==> src/rtl/reset_ctrl_pkg.sv <==
// rtl/reset_ctrl_pkg.sv - shared types and helpers for the reset controller
//
// Purpose : FSM state encoding, reset-cause codes and a small elaboration helper.
// Ports   : none (package).

package reset_ctrl_pkg;

    typedef enum logic [1:0] {
        ST_ASSERT  = 2'd0,
        ST_RELEASE = 2'd1,
        ST_RUN     = 2'd2
    } state_e;

    typedef enum logic [1:0] {
        CAUSE_POR  = 2'b00,
        CAUSE_SOFT = 2'b01,
        CAUSE_WDT  = 2'b10
    } cause_e;

    function automatic int max2(input int a, input int b);
        return (a > b) ? a : b;
    endfunction

endpackage

==> src/rtl/reset_ctrl_if.sv <==
// rtl/reset_ctrl_if.sv - request/status bundle between reset controller and its user
//
// Purpose : groups software request, watchdog controls and the reset outputs.
// Ports   : i_soft_rst_req, i_wdt_en, i_wdt_kick, i_wdt_limit (toward controller),
//           o_rst, o_ready, o_rst_cause (from controller).
//           master = requester side, slave = reset controller side.

interface reset_ctrl_if
    import reset_ctrl_pkg::*;
#(
    parameter int N_DOMAINS = 3,
    parameter int WDT_W     = 16
);
    logic                 i_soft_rst_req;
    logic                 i_wdt_en;
    logic                 i_wdt_kick;
    logic [WDT_W-1:0]     i_wdt_limit;
    logic [N_DOMAINS-1:0] o_rst;
    logic                 o_ready;
    cause_e               o_rst_cause;

    modport master (
        output i_soft_rst_req, i_wdt_en, i_wdt_kick, i_wdt_limit,
        input  o_rst, o_ready, o_rst_cause
    );

    modport slave (
        input  i_soft_rst_req, i_wdt_en, i_wdt_kick, i_wdt_limit,
        output o_rst, o_ready, o_rst_cause
    );
endinterface

==> src/rtl/reset_ctrl_wdt.sv <==
// rtl/reset_ctrl_wdt.sv - watchdog counter with kick, enable and programmable limit
//
// Purpose : counts cycles while armed; raises a one-cycle fire pulse on timeout.
// Ports   : i_clk, i_rst_n   clock, async active-low reset
//           i_run            controller is in RUN (only then may the count advance)
//           i_clr            a reset request is being taken this edge
//           i_en, i_kick     enable, service pulse
//           i_limit          timeout in cycles, 0 disables firing
//           o_fire           timeout pulse (combinational from registered count)

module reset_ctrl_wdt
    import reset_ctrl_pkg::*;
#(
    parameter int WDT_W = 16
) (
    input  logic             i_clk,
    input  logic             i_rst_n,
    input  logic             i_run,
    input  logic             i_clr,
    input  logic             i_en,
    input  logic             i_kick,
    input  logic [WDT_W-1:0] i_limit,
    output logic             o_fire
);

    logic [WDT_W-1:0] count_q;
    logic [WDT_W-1:0] count_d;
    logic             active;

    assign active = i_run && i_en && (i_limit != '0);

    // Count reaches limit-1 on the (limit-1)th edge after a clear, so firing
    // here makes the reset land exactly limit cycles after the last clear.
    assign o_fire = active && !i_kick && (count_q == (i_limit - WDT_W'(1)));

    always_comb begin
        count_d = count_q;
        if (i_clr || !active || i_kick) begin
            count_d = '0;
        end else if (count_q != '1) begin
            count_d = count_q + WDT_W'(1);
        end
    end

    always_ff @(posedge i_clk or negedge i_rst_n) begin
        if (!i_rst_n) begin
            count_q <= '0;
        end else begin
            count_q <= count_d;
        end
    end

endmodule

==> src/rtl/reset_ctrl.sv <==
// rtl/reset_ctrl.sv - stretched, staged per-domain reset generator
//
// Purpose : holds all domain resets for a stretch period after the last request,
//           then releases them one by one (domain 0 first), records the cause and
//           flags when every domain runs.
// Ports   : i_clk, i_rst_n   clock, async active-low power-on reset
//           bus (slave)      soft request, watchdog controls, o_rst/o_ready/o_rst_cause

module reset_ctrl
    import reset_ctrl_pkg::*;
#(
    parameter int N_DOMAINS      = 3,
    parameter int STRETCH_CYCLES = 16,
    parameter int STAGE_GAP      = 8,
    parameter int WDT_W          = 16
) (
    input  logic         i_clk,
    input  logic         i_rst_n,
    reset_ctrl_if.slave  bus
);

    localparam int CNT_W = $clog2(max2(STRETCH_CYCLES, STAGE_GAP) + 1);
    localparam int STG_W = (N_DOMAINS > 1) ? $clog2(N_DOMAINS) : 1;

    state_e               state_q;
    logic [CNT_W-1:0]     cnt_q;
    logic [STG_W-1:0]     stage_q;
    logic [N_DOMAINS-1:0] rst_q;
    logic                 ready_q;
    cause_e               cause_q;

    logic wdt_fire;
    logic req;

    assign req = bus.i_soft_rst_req || wdt_fire;

    reset_ctrl_wdt #(
        .WDT_W (WDT_W)
    ) u_wdt (
        .i_clk   (i_clk),
        .i_rst_n (i_rst_n),
        .i_run   (state_q == ST_RUN),
        .i_clr   (req),
        .i_en    (bus.i_wdt_en),
        .i_kick  (bus.i_wdt_kick),
        .i_limit (bus.i_wdt_limit),
        .o_fire  (wdt_fire)
    );

    always_ff @(posedge i_clk or negedge i_rst_n) begin
        if (!i_rst_n) begin
            state_q <= ST_ASSERT;
            cnt_q   <= '0;
            stage_q <= '0;
            rst_q   <= '1;
            ready_q <= 1'b0;
            cause_q <= CAUSE_POR;
        end else if (req) begin
            // Any request restarts the stretch; a held request keeps restarting it.
            state_q <= ST_ASSERT;
            cnt_q   <= '0;
            stage_q <= '0;
            rst_q   <= '1;
            ready_q <= 1'b0;
            cause_q <= wdt_fire ? CAUSE_WDT : CAUSE_SOFT;
        end else begin
            case (state_q)
                ST_ASSERT: begin
                    if (cnt_q == CNT_W'(STRETCH_CYCLES - 1)) begin
                        rst_q[0] <= 1'b0;
                        cnt_q    <= '0;
                        if (N_DOMAINS == 1) begin
                            state_q <= ST_RUN;
                            ready_q <= 1'b1;
                        end else begin
                            state_q <= ST_RELEASE;
                            stage_q <= STG_W'(1);
                        end
                    end else begin
                        cnt_q <= cnt_q + CNT_W'(1);
                    end
                end
                ST_RELEASE: begin
                    if (cnt_q == CNT_W'(STAGE_GAP - 1)) begin
                        rst_q[stage_q] <= 1'b0;
                        cnt_q          <= '0;
                        stage_q        <= stage_q + STG_W'(1);
                        if (stage_q == STG_W'(N_DOMAINS - 1)) begin
                            state_q <= ST_RUN;
                            ready_q <= 1'b1;
                        end
                    end else begin
                        cnt_q <= cnt_q + CNT_W'(1);
                    end
                end
                ST_RUN: begin
                    rst_q   <= '0;
                    ready_q <= 1'b1;
                end
                default: begin
                    state_q <= ST_ASSERT;
                    cnt_q   <= '0;
                    stage_q <= '0;
                    rst_q   <= '1;
                    ready_q <= 1'b0;
                end
            endcase
        end
    end

    assign bus.o_rst       = rst_q;
    assign bus.o_ready     = ready_q;
    assign bus.o_rst_cause = cause_q;

endmodule
==> src/flat_wrapper.sv <==
// flat-port wrapper written by rule: the top's interface ports become plain ports
module reset_ctrl_flat import reset_ctrl_pkg::*;
#(
    parameter int N_DOMAINS      = 3,
    parameter int STRETCH_CYCLES = 16,
    parameter int STAGE_GAP      = 8,
    parameter int WDT_W          = 16
)
  (i_clk, i_rst_n, bus_i_soft_rst_req, bus_i_wdt_en, bus_i_wdt_kick, bus_i_wdt_limit, bus_o_rst, bus_o_ready, bus_o_rst_cause);
  reset_ctrl_if #(.N_DOMAINS(N_DOMAINS), .WDT_W(WDT_W)) bus_i ();
  input  logic i_clk;
  input  logic i_rst_n;
  input wire logic [$bits(bus_i.i_soft_rst_req)-1:0] bus_i_soft_rst_req;
  input wire logic [$bits(bus_i.i_wdt_en)-1:0] bus_i_wdt_en;
  input wire logic [$bits(bus_i.i_wdt_kick)-1:0] bus_i_wdt_kick;
  input wire logic [$bits(bus_i.i_wdt_limit)-1:0] bus_i_wdt_limit;
  output wire logic [$bits(bus_i.o_rst)-1:0] bus_o_rst;
  output wire logic [$bits(bus_i.o_ready)-1:0] bus_o_ready;
  output wire logic [$bits(bus_i.o_rst_cause)-1:0] bus_o_rst_cause;
  assign bus_i.i_soft_rst_req = bus_i_soft_rst_req;
  assign bus_i.i_wdt_en = bus_i_wdt_en;
  assign bus_i.i_wdt_kick = bus_i_wdt_kick;
  assign bus_i.i_wdt_limit = bus_i_wdt_limit;
  assign bus_o_rst = bus_i.o_rst;
  assign bus_o_ready = bus_i.o_ready;
  assign bus_o_rst_cause = bus_i.o_rst_cause;
  reset_ctrl #(.N_DOMAINS(N_DOMAINS), .STRETCH_CYCLES(STRETCH_CYCLES), .STAGE_GAP(STAGE_GAP), .WDT_W(WDT_W)) u_core (.i_clk(i_clk), .i_rst_n(i_rst_n), .bus(bus_i));
endmodule
==> config.mk <==
export PLATFORM = sky130hd
export DESIGN_NAME = reset_ctrl_flat
export DESIGN_NICKNAME = d
export VERILOG_FILES = /design/src/rtl/reset_ctrl_pkg.sv /design/src/rtl/reset_ctrl_if.sv /design/src/rtl/reset_ctrl_wdt.sv /design/src/rtl/reset_ctrl.sv /design/src/flat_wrapper.sv
export SDC_FILE = /design/constraint.sdc
export NUM_CORES = 1
export LEC_CHECK = 0
export BUFFER_PORTS_ARGS = -buffer_cell sky130_fd_sc_hd__buf_2
export CORE_ASPECT_RATIO = 1.25
export CORE_MARGIN = 5
export CORE_UTILIZATION = 50
export DETAILED_ROUTE_END_ITERATION = 8
export GPL_TIMING_DRIVEN = 0
export HOLD_SLACK_MARGIN = 0.1
export PLACE_DENSITY_LB_ADDON = 0.15
export SYNTH_ARGS = -nofsm -noshare
export SYNTH_HDL_FRONTEND = slang
export SYNTH_SLANG_ARGS = --single-unit
export TNS_END_PERCENT = 10
==> constraint.sdc <==
create_clock -name i_clk -period 3.8 [get_ports i_clk]
set_input_delay 0.76 -clock i_clk [delete_from_list [all_inputs] [get_ports i_clk]]
set_output_delay 0.76 -clock i_clk [all_outputs]
set_load 0.05 [all_outputs]
==> metrics.csv <==
metric;value;unit
Layout Nets;337;
Leak;1.07;nW
Starting Density;52.2;%
global route overflow;0;
Post-Syn Instances;272;
top-count cell post-synth;dfrtp_1;
post-CTS sizing;0;
ys flop type;dfrtp_1;
largest net degree at the start of global routing;32;
synth top area cells;dfrtp_1 30%, ha_1 7.0%, xnor2_1 5.6%;
Via density;5.66;
reg2reg setup slack;1.18;ns
WP data arrival;3.16;ns
Synth top cells by count;28 x dfrtp_1, 26 x nor2_1, 20 x nand2_1;
status;finished clean;
Worst setup startpoint;bus_i_wdt_limit[0];
number of synthesized flops with an enable pin;0;
DRT antenna net count;0;
synthesized cell area;0.00233;mm²
Worst Max-Slew Pin Slew;0.680;ns
Req. time, crit path;3.94;ns
YS warnings;0;
Slew Viols, Final;0;
max-cap violations;0;
port bufs;24;
hold_sp;u_core.bus.o_rst_cause[1];
H-tree Lvls;2;
diode count;0;
clk slew on worst S/H paths;0.06;ns
worst-skew pair later-pin latency;0.28;ns
Final period util;79.6;%
worst flop-to-flop path endpoint;u_core.cnt_q[0];
Multi-input gate area;0.00145;mm²
setup repair bufs after CTS;0;
endpoints failing setup;0;
startpoint types;primary input;
area delta synth->final;12.2;%
element type at the critical path end;flop;
Final Critical Period;3.02;ns
Die ar.;0.00613;mm²
share of flip-flops with an asynchronous set or reset;100;%
Residual DRC;0;
Seq/Total Area, Yosys;33.5;%
TritonCTS Buffers;5;
GRT Overall Usage;19.6;%
Post-Syn Nets;306;
skew final;0.00925;ns
Reg-to-Reg Start;u_core.state_q[0];
GPL Wtd Cong;0.844;
DR vias;2049;
post-synth top area share;30.1;%
RSZ-0062 raised after global routing;false;
Root Buffer;clkbuf_8;
Worst Path Max Fanout;10;
die width;71.1;µm
initial DRC count;64;
Clock Path Buffers;2;
Synth area leader;dfrtp_1;
first-pass GRT wire length;9540;µm
fmax;331;MHz
worst hold slack;0.483;ns
synthesized flop and latch total;31;
drt first pass iters;4;
Worst IR Drop VDD;296;µV
Site Rows;27;
Avg WL per Cell;15.4;µm
worst reg-to-reg path cell count;10;
WL final;5570;µm
Worst Hold End;u_core.bus.o_rst_cause[1];
# fillers;441;
crit path kind;in2reg;
Die H;86.3;µm
Ports;27;
layout cells sized above 1;15.8;%
vias in the first global route;2060;
synth unique cells;48;
Post-DP HPWL;4340;µm
final hold violation count;0;
initial antenna violation count;0;
worst min path class;reg2reg;
clk sink count;31;
syn avg cell area;8.57;µm²
Setup TNS;0;ns
cts hold-fix bufs;0;
Power Density;318;mW/mm²
TritonCTS clock tree;yes;
worst rel slew slack;54.7;%
sequential cell area;779;µm²
depth of the worst hold-timing path;1;
Core Region;0.00446;mm²
[metrics by stage]
step | area (µm²) | power (mW) | util (%) | setup slack, ns | instances
after floorplan | 2330 | 0.515 | - | 1.08 | 272
after global placement | 2520 | 0.573 | 56.6 | 0.554 | 354
after detailed placement | 2520 | 0.576 | 56.6 | 0.526 | 354
after CTS | 2610 | 0.841 | 58.6 | 0.811 | 362
after global routing | 2610 | 0.882 | 58.6 | 0.530 | 362
final | 2610 | 0.831 | 58.6 | 0.776 | 362
[layer usage]
layer	global-route usage [%]	wire length, µm	part of all wire [%]	up-vias
met5	0	0	0	-
met4	9.91	186	3.3	0
met3	3.02	209	3.8	19
met2	35.0	2910	52	49
met1	22.3	2260	41	936
li1	-	-	-	1045
[final cells by class]
cell class              instances  area share (%)
well taps                      58            2.78
clock inverters                 1           0.191
plain buffers                  11            1.87
repair buffers                 24            4.60
flip-flops and latches         31            29.8
multi-input cells             216            55.4
clock buffers                   7            3.30
inverters                      14            2.01
[power by group]
part | total, mW | internal [mW] | switching (mW)
sequential | 0.371 | 0.355 | 0.0159
combinational | 0.200 | 0.0717 | 0.128
clock | 0.260 | 0.146 | 0.114
total | 0.831 | 0.572 | 0.259
[worst max-delay path, cell delays in order]
cell       delay (ns)
buf_2            0.12
inv_1            0.09
ha_1             0.26
nor4b_2          0.41
nand4_1          0.17
xnor2_1          0.16
a2111oi_0        0.29
nand4_1          0.16
nor3_2           0.33
buf_2            0.32
nor3_1           0.08
[worst max path at each step]
stage / to / cells after the start
final: u_core.cnt_q[0] / 11
after global routing: u_core.cnt_q[0] / 11
after CTS: u_core.cnt_q[0] / 11
after detailed placement: u_core.cnt_q[0] / 11
after global placement: u_core.u_wdt.count_q[5] / 11
after floorplan: u_core.u_wdt.count_q[0] / 10
[logic make-up (layout without fill, tap and decap cells)]
| group | after synthesis | in the layout | share of synthesized area, % |
|---|---|---|---|
| multiplexers | 7 | 7 | 3.01 |
| adder cells (fa/ha/maj) | 13 | 13 | 6.98 |
| buffers and inverters | 25 | 57 | 4.35 |
| AND/OR/NAND/NOR | 128 | 128 | 30.4 |
| flip-flops | 31 | 31 | 33.5 |
| XOR/XNOR | 26 | 26 | 9.77 |
| AO/OA/AOI/OAI | 42 | 42 | 12.0 |
[layout by cell type (no fill, tap or decap), drive strengths merged, types with 14 or more instances in the layout]
cell	instances
nor4	14
nand2	20
clkbuf	14
nor3	22
buf	28
dfrtp	28
nor2	26
xnor2	15
inv	14
[flip-flops by register name, summed over array words and instances, names as in the netlist]
name,count
u_core.bus.o_ready,1
u_core.bus.o_rst,3
u_core.bus.o_rst_cause,2
u_core.cnt_q,5
u_core.stage_q,2
u_core.state_q,2
u_core.u_wdt.count_q,16
Note: power is estimated with default switching activity, not from simulation.
